**src/rtl/mult_pkg.sv**
```systemverilog
// Shared types and helpers for the sequential shift-and-add multiplier.
package mult_pkg;

    typedef enum logic [1:0] {IDLE, RUN, DONE} mult_state_t;

    localparam int DEFAULT_WIDTH = 4;

    function automatic int cnt_width(input int width);
        return $clog2(width);
    endfunction

endpackage

```
**src/rtl/shift_add_dp.sv**
```systemverilog
// Shift-and-add datapath: operand capture, accumulator and bit counter.
// One partial product is added per step; o_acc_nxt includes the current step's add.
module shift_add_dp
    import mult_pkg::*;
#(
    parameter int WIDTH = DEFAULT_WIDTH
) (
    input  logic                 i_clk,
    input  logic                 i_reset,
    input  logic                 i_load,
    input  logic                 i_step,
    input  logic [WIDTH-1:0]     i_a,
    input  logic [WIDTH-1:0]     i_b,
    output logic [2*WIDTH-1:0]   o_acc_nxt,
    output logic                 o_last
);

    localparam int CW = cnt_width(WIDTH);

    logic [WIDTH-1:0]   r_a;
    logic [WIDTH-1:0]   r_b;
    logic [2*WIDTH-1:0] r_acc;
    logic [CW-1:0]      r_cnt;
    logic [2*WIDTH-1:0] w_addend;

    assign w_addend  = r_b[r_cnt] ? ({{WIDTH{1'b0}}, r_a} << r_cnt) : '0;
    assign o_acc_nxt = r_acc + w_addend;
    assign o_last    = (r_cnt == CW'(WIDTH - 1));

    always_ff @(posedge i_clk or posedge i_reset) begin
        if (i_reset) begin
            r_a   <= '0;
            r_b   <= '0;
            r_acc <= '0;
            r_cnt <= '0;
        end else if (i_load) begin
            r_a   <= i_a;
            r_b   <= i_b;
            r_acc <= '0;
            r_cnt <= '0;
        end else if (i_step) begin
            r_acc <= o_acc_nxt;
            r_cnt <= r_cnt + CW'(1);
        end
    end

endmodule

```
**src/rtl/mult_seq_ctrl.sv**
```systemverilog
// Sequencer for a WIDTH x WIDTH shift-and-add multiplier with start/busy and done/ack handshakes.
// Fixed WIDTH-cycle latency; product is held until the next completion.
module mult_seq_ctrl
    import mult_pkg::*;
#(
    parameter int WIDTH = DEFAULT_WIDTH
) (
    input  logic                 clk,
    input  logic                 reset,
    input  logic                 start,
    input  logic [WIDTH-1:0]     a,
    input  logic [WIDTH-1:0]     b,
    input  logic                 ack,
    output logic                 busy,
    output logic                 done,
    output logic [2*WIDTH-1:0]   product
);

    mult_state_t        r_state;
    logic               r_busy;
    logic               r_done;
    logic [2*WIDTH-1:0] r_product;
    logic               w_accept;
    logic               w_step;
    logic               w_last;
    logic [2*WIDTH-1:0] w_acc_nxt;

    // DONE+ack+start restarts directly, skipping IDLE
    assign w_accept = start && ((r_state == IDLE) || ((r_state == DONE) && ack));
    assign w_step   = (r_state == RUN);

    shift_add_dp #(.WIDTH(WIDTH)) u_dp (
        .i_clk     (clk),
        .i_reset   (reset),
        .i_load    (w_accept),
        .i_step    (w_step),
        .i_a       (a),
        .i_b       (b),
        .o_acc_nxt (w_acc_nxt),
        .o_last    (w_last)
    );

    always_ff @(posedge clk or posedge reset) begin
        if (reset) begin
            r_state   <= IDLE;
            r_busy    <= 1'b0;
            r_done    <= 1'b0;
            r_product <= '0;
        end else begin
            case (r_state)
                IDLE: begin
                    if (w_accept) begin
                        r_state <= RUN;
                        r_busy  <= 1'b1;
                    end
                end
                RUN: begin
                    if (w_last) begin
                        r_state   <= DONE;
                        r_busy    <= 1'b0;
                        r_done    <= 1'b1;
                        r_product <= w_acc_nxt;
                    end
                end
                DONE: begin
                    if (ack) begin
                        r_done <= 1'b0;
                        if (w_accept) begin
                            r_state <= RUN;
                            r_busy  <= 1'b1;
                        end else begin
                            r_state <= IDLE;
                        end
                    end
                end
                default: begin
                    r_state <= IDLE;
                    r_busy  <= 1'b0;
                    r_done  <= 1'b0;
                end
            endcase
        end
    end

    assign busy    = r_busy;
    assign done    = r_done;
    assign product = r_product;

endmodule

```
**config.mk**
```make
export PLATFORM = sky130hd
export DESIGN_NAME = mult_seq_ctrl
export DESIGN_NICKNAME = d
export VERILOG_FILES = /design/src/rtl/mult_pkg.sv /design/src/rtl/shift_add_dp.sv /design/src/rtl/mult_seq_ctrl.sv
export SDC_FILE = /design/constraint.sdc
export NUM_CORES = 1
export LEC_CHECK = 0
export ABC_AREA = 1
export BUFFER_PORTS_ARGS = -buffer_cell sky130_fd_sc_hd__buf_4
export CORE_ASPECT_RATIO = 0.7
export CORE_MARGIN = 2
export CORE_UTILIZATION = 50
export CTS_BUF_LIST = sky130_fd_sc_hd__clkbuf_8
export DETAILED_ROUTE_END_ITERATION = 8
export PLACE_DENSITY = 0.71
export SLEW_MARGIN = 0
export SYNTH_ARGS = -nofsm -noshare
export SYNTH_HDL_FRONTEND = slang
export SYNTH_SLANG_ARGS = --single-unit
```
**constraint.sdc**
```tcl
create_clock -name clk -period 3 [get_ports clk]
set_input_delay 0.15 -clock clk [delete_from_list [all_inputs] [get_ports clk]]
set_output_delay 0.15 -clock clk [all_outputs]
set_load 0.01 [all_outputs]
```
======== Yosys cells after proc, flatten, opt, wreduce, memory -nomap -nowiden ========
Cells that the tools add are included.
word-level totals
  register bits after elaboration ......... 30
  input port bits ......................... 12
  output and inout bits ................... 10
  word-level logic and storage cells ...... 47
operators by class
  add/sub/neg operators ................... 2
  order comparisons ....................... 1
  equality and inequality tests ........... 6
  shift operators ......................... 1
  mux-type cells .......................... 19
  bitwise operators ....................... 1
  reduce and logical (&&, ||, !) cells .... 9
operators with widths
  kind                                                 number
  2-to-1 mux 8 bit                                     3
  2-to-1 mux 2 bit                                     5
  adder 8 bit                                          1
  left shift 4 x 2 -> 8 bit                            1
  2-to-1 mux 1 bit                                     7
  case mux 1 bit (3 select lines)                      2
  case mux 2 bit (3 select lines)                      1
  AND reduction 3 bit                                  2
  == test 2 bit (second input constant)                2
  != test 2 bit (second input constant)                2
  AND reduction 2 bit                                  2
  < comparator 2 x 3 -> 1 bit (second input constant)  1
  adder 2 x 1 -> 2 bit (second input constant)         1
  binary-select mux 1 bit (select 2 bit)               1
  == test 2 x 1 -> 1 bit (second input constant)       1
  logical AND 1 bit                                    2
  zero test 2 bit                                      1
  != test 2 x 1 -> 1 bit (second input constant)       1
  nonzero test 2 bit                                   1
  logical OR 1 bit                                     1
  inverter 1 bit                                       1

======== Depth between registers and ports, before layout ========
  depth in word-level cells ............... 7
  mapped depth ............................ 15
  depth with buffers taken out ............ 15

======== By module ========
Synthesis repeated with hierarchy kept, for this count alone.
second synthesis, totals
  cell total of the unflattened synthesis .. 210
  area, all modules ....................... 1722.9 sq um
modules (own cells, without submodules)
  module         instances  cells an instance  area each (sq um)  seq. area each (sq um)
  shift_add_dp   1          152                1211.2             450.4
  mult_seq_ctrl  1          58                 511.7              300.3

======== Worst setup path before layout ========
OpenSTA, ideal clock, no wires.
  kind .................................... reg-to-reg
  start point ............................. register u_dp.r_cnt[0]
  end point ............................... register r_product[6] (netlist: product[6])
  setup time .............................. 0.117 ns
  data arrival time ....................... 1.976 ns
  data required time ...................... 2.883 ns
  path slack .............................. 0.906 ns
  stages on the path, launching flop included .. 16
  path buffers ............................ 1
  period minus slack after synthesis ...... 2.094 ns
  cell sequence ........................... dfrtp_1 > buf_2 > a21oi_1 > o21ai_0 > nor3_1 > ha_1 > inv_1 > fa_1 > inv_1 > nand2_1 > nand2_1 > nand3b_1 > nand2_1 > nand2_1 > nand3_1 > nand2_1
between the ends
  longest elaborated chain between the ends .. 4
  elaborated cells between the ends (all ways) .. 7
  classes of those cells .................. 1 x add/sub; 1 x eq/ne; 1 x shift; 3 x mux; 1 x reduce/logical
ends and longest elaborated chain
  element                                 line                 RTL
  from (decl)                             shift_add_dp.sv:23   logic [CW-1:0] r_cnt;
  from (signal assigned)                  shift_add_dp.sv:43   r_cnt <= r_cnt + CW'(1);
  binary-select mux 1 bit (select 2 bit)  shift_add_dp.sv:26   assign w_addend = r_b[r_cnt] ? ({{WIDTH{1'b0}}, r_a} << r_cnt) : '0;
  2-to-1 mux 1 bit (implied by the code)  shift_add_dp.sv:26
  2-to-1 mux 8 bit                        shift_add_dp.sv:26
  adder 8 bit                             shift_add_dp.sv:27   assign o_acc_nxt = r_acc + w_addend;
  to (signal assigned)                    mult_seq_ctrl.sv:62  r_product <= w_acc_nxt;
  to (decl)                               mult_seq_ctrl.sv:22  logic [2*WIDTH-1:0] r_product;
Several ways; a longest one is shown, not always the timed one. The select of a mux whose other input is x is not followed.
A chain may end at the register's enable or synchronous reset.

======== Final worst setup path ========
  start point ............................. register u_dp.r_cnt[0]
  end point ............................... register u_dp.r_acc[5]
between the ends
  longest elaborated chain between the ends .. 6
  elaborated cells between the ends (all ways) .. 7
  classes of those cells .................. 1 x add/sub; 1 x shift; 5 x mux
ends and longest elaborated chain
  element                                 line                RTL
  binary-select mux 1 bit (select 2 bit)  shift_add_dp.sv:26
  2-to-1 mux 1 bit (implied by the code)  shift_add_dp.sv:26
  2-to-1 mux 8 bit *                      shift_add_dp.sv:26
  adder 8 bit *                           shift_add_dp.sv:27
  2-to-1 mux 8 bit *                      shift_add_dp.sv:41  end else if (i_step) begin
  2-to-1 mux 8 bit *                      shift_add_dp.sv:36  end else if (i_load) begin
  to (signal assigned)                    shift_add_dp.sv:42  r_acc <= o_acc_nxt;
  to (decl)                               shift_add_dp.sv:22  logic [2*WIDTH-1:0] r_acc;
Mark *: on every way between the ends. The rest lies on a longest branch, timed or not. The select of a mux whose other input is x is not followed.

==> impl_metrics.env <==
export IMPL_status="finished clean"
export IMPL_viasPerCell=4.859
export IMPL_startpoint_type="register"
export IMPL_io_buffer_count=21
export IMPL_hold_class="in2reg"
export IMPL_area_growth_pct=16.42
export IMPL_drt_pass1_iter_count=4
export IMPL_post_cts_resized=0
export IMPL_reg2reg_from="u_dp.r_cnt[0]"
export IMPL_crit_required_ns=3.17
export IMPL_synth_top_cell_area_share_pct=44.78
export IMPL_synth_yosys_seq_area_share_pct=44.78
export IMPL_die_w_um=73.21
export IMPL_fmax_mhz=411.6
export IMPL_clockRootBuffer="clkbuf_8"
export IMPL_grt_pass1_vias=1263
export IMPL_crit_top_cell="nand2_1"
export IMPL_grt_overflow=0
export IMPL_die_y_um=52.45
export IMPL_gp_congestion=0.8142
export IMPL_ys_async_sr_fraction_pct=100.0
export IMPL_antenna_left=0
export IMPL_crit_path_end_kind="register"
export IMPL_synth_top_area_cell="dfrtp_1"
export IMPL_cp_data_arrival_time_ns=2.60
export IMPL_cp_max_fo=12
export IMPL_ios=22
export IMPL_grt_start_max_net_pins=31
export IMPL_cap_violations=0
export IMPL_netlist_instances=211
export IMPL_drive_gt1_share_pct=17.23
export IMPL_fill_cells=295
export IMPL_fin_setup_tns_ns=0
export IMPL_finalCritPeriodShare_pct=80.99
export IMPL_r2r_end="u_dp.r_acc[5]"
export IMPL_power_total_uw=2233
export IMPL_antenna_found_initial=0
export IMPL_holdPathEnd="u_dp.r_a[0]"
export IMPL_critPathTopFamily="simple AND/OR/NAND/NOR gates"
export IMPL_ir_worst_vdd_v=0.0005907
export IMPL_antenna_cells=0
export IMPL_ys_ff_latch=30
export IMPL_numCtsBuffers=5
export IMPL_drt_iter0_markers=72
export IMPL_period_needed_ns=2.430
export IMPL_clkSlewWorstSetupHoldPaths_ns=0.06
export IMPL_whs_ns=0.1160
export IMPL_crit_type="reg2reg"
export IMPL_start_util_pct=52.90
export IMPL_path_cells="inv_1, o21ai_0, nand2_1, nand2_1, inv_1, ha_1, or2_2, nand3b_1, nand3_1, nand3_1, nand2_1"
export IMPL_synth_main_ff_cell="dfrtp_1"
export IMPL_rsz0062_at_grt="false"
export IMPL_fin_worst_skew_ns=0.002789
export IMPL_synth_area_top_cells="dfrtp_1 45%, nand2_1 14%, inv_1 6.5%"
export IMPL_maxSlewViolCount=0
export IMPL_r2r_cells=11
export IMPL_htreeDepth=2
export IMPL_dieArea_um2=3840
export IMPL_yosysMostFrequentCell="nand2_1"
export IMPL_clock_latency_ns=0.28
export IMPL_synth_edf_count=0
export IMPL_hpwl_um=2369
export IMPL_grt_pass1_wl_um=5595
export IMPL_critPathMaxStageDelay_ns=0.51
export IMPL_vias=1341
export IMPL_synth_cell_types=26
export IMPL_hold_path_startpoint="a[0]"
export IMPL_crit_buf_inv=2
export IMPL_worstHoldPathCells=3
export IMPL_num_rows=17
export IMPL_hold_violations=0
export IMPL_netlist_top_cells_count="64 x nand2_1, 30 x dfrtp_1, 29 x inv_1"
export IMPL_power_leakage_uw=0.001117
export IMPL_setup_violations_final=0
export IMPL_wl_per_cell_um=11.62
export IMPL_cts_tree="done"
export IMPL_totalWireLength_um=3208
export IMPL_slew_headroom_pct=65.21
export IMPL_critPathSlowestCell="dfrtp_1"
export IMPL_finalNetCount=259
export IMPL_place_ws_ns=0.6224
export IMPL_cts_sinks=30
export IMPL_avgSynthCellArea_um2=7.946
export IMPL_clock_path_buffers=2
export IMPL_ff2ff_setup_slack_ns=0.57
export IMPL_syn_nets=232
export IMPL_drcViolationCount=0
export IMPL_core_area_um2=3169
export IMPL_ys_warn_count=0
export IMPL_setup_ws_ns=0.5702
export IMPL_power_density_nw_per_um2=1144
export IMPL_grt_usage_pct=19.94
export IMPL_worstMarginPinSlew_ns=0.5194
export IMPL_syn_area_um2=1677
registers in the layout, summed over array words and instances, names as in the netlist:
signal	flops
product	8
u_dp.r_cnt	2
u_dp.r_acc	8
u_dp.r_b	4
busy	1
r_state	2
done	1
u_dp.r_a	4
how the worst max path moves through the flow:
stage / start / endpoint / slack, ns / cells after the start
detailed placement: u_dp.r_cnt[0] / product[6] / 0.62 / 11
finish: u_dp.r_cnt[0] / u_dp.r_acc[5] / 0.57 / 11
CTS: u_dp.r_cnt[0] / product[6] / 0.62 / 11
floorplan: u_dp.r_cnt[0] / product[6] / 0.91 / 15
global placement: u_dp.r_cnt[0] / u_dp.r_acc[5] / 0.68 / 11
global route: u_dp.r_cnt[0] / u_dp.r_acc[7] / 0.28 / 12
metal layers:
metal | track usage, % | wire [um] | up-vias
li1 | - | - | 717
met1 | 30.34 | 1851 | 592
met2 | 25.83 | 1172 | 25
met3 | 5.769 | 136 | 7
met4 | 8.333 | 47 | 0
met5 | 0 | 0 | -
power by group:
part / switching [uW] / leakage, uW / internal, uW
logic: 763 / 0.000700 / 466
registers: 126 / 0.000370 / 589
clock network: 136 / 0.0000466 / 152
tightest hold or removal path, cell delays in order:
cell and delay [ns]:
buf_4 0.08, nor2_1 0.03, a21oi_1 0.10
cell families (layout without fill, tap and decap cells):
family / Yosys count / in the layout / share of synthesized area (%)
AOI/OAI and AO/OA: 31 / 31 / 11.27
xor gates and xnor gates: 1 / 1 / 0.5225
adders and majority gates: 9 / 9 / 7.164
buffers and inverters: 37 / 64 / 9.179
DFF: 30 / 30 / 44.78
and+or+nand+nor: 103 / 103 / 27.09
area by class of cell:
type | count | area, um^2 | area share, %
clock buffer | 5 | 68.82 | 3.526
clock inverter | 2 | 7.507 | 0.3846
inverter | 34 | 130.1 | 6.667
multi-input combinational | 144 | 772.0 | 39.55
sequential | 30 | 750.7 | 38.46
tap | 38 | 47.55 | 2.436
timing repair buffer | 23 | 175.2 | 8.974
stage by stage:
step | cell area, um^2 | std cells | utilization, %
4_1_cts | 1952 | 276 | 61.59
2_1_floorplan | 1677 | 211 | -
3_3_place_gp | 1866 | 268 | 58.86
3_5_place_dp | 1866 | 268 | 58.86
6_report | 1952 | 276 | 61.59
5_1_grt | 1952 | 276 | 61.59
what timing repair did:
item	CTS	global route
hold endpoints to repair	30	0
hold buffers	1	0
buffers inserted	0	0
cells in the final DEF, fill, tap and decap left out, types with 2 or more instances in the layout:
cell and n:
a21oi_1 9, buf_4 22, clkbuf_8 5, dfrtp_1 30, ha_1 8, inv_1 31, inv_2 4, nand2_1 64
nand3_1 18, nand3b_1 2, nor2_1 13, o21ai_0 15, o21ai_2 3, or2_2 2
No activity file was read; power rests on OpenSTA's default activity.
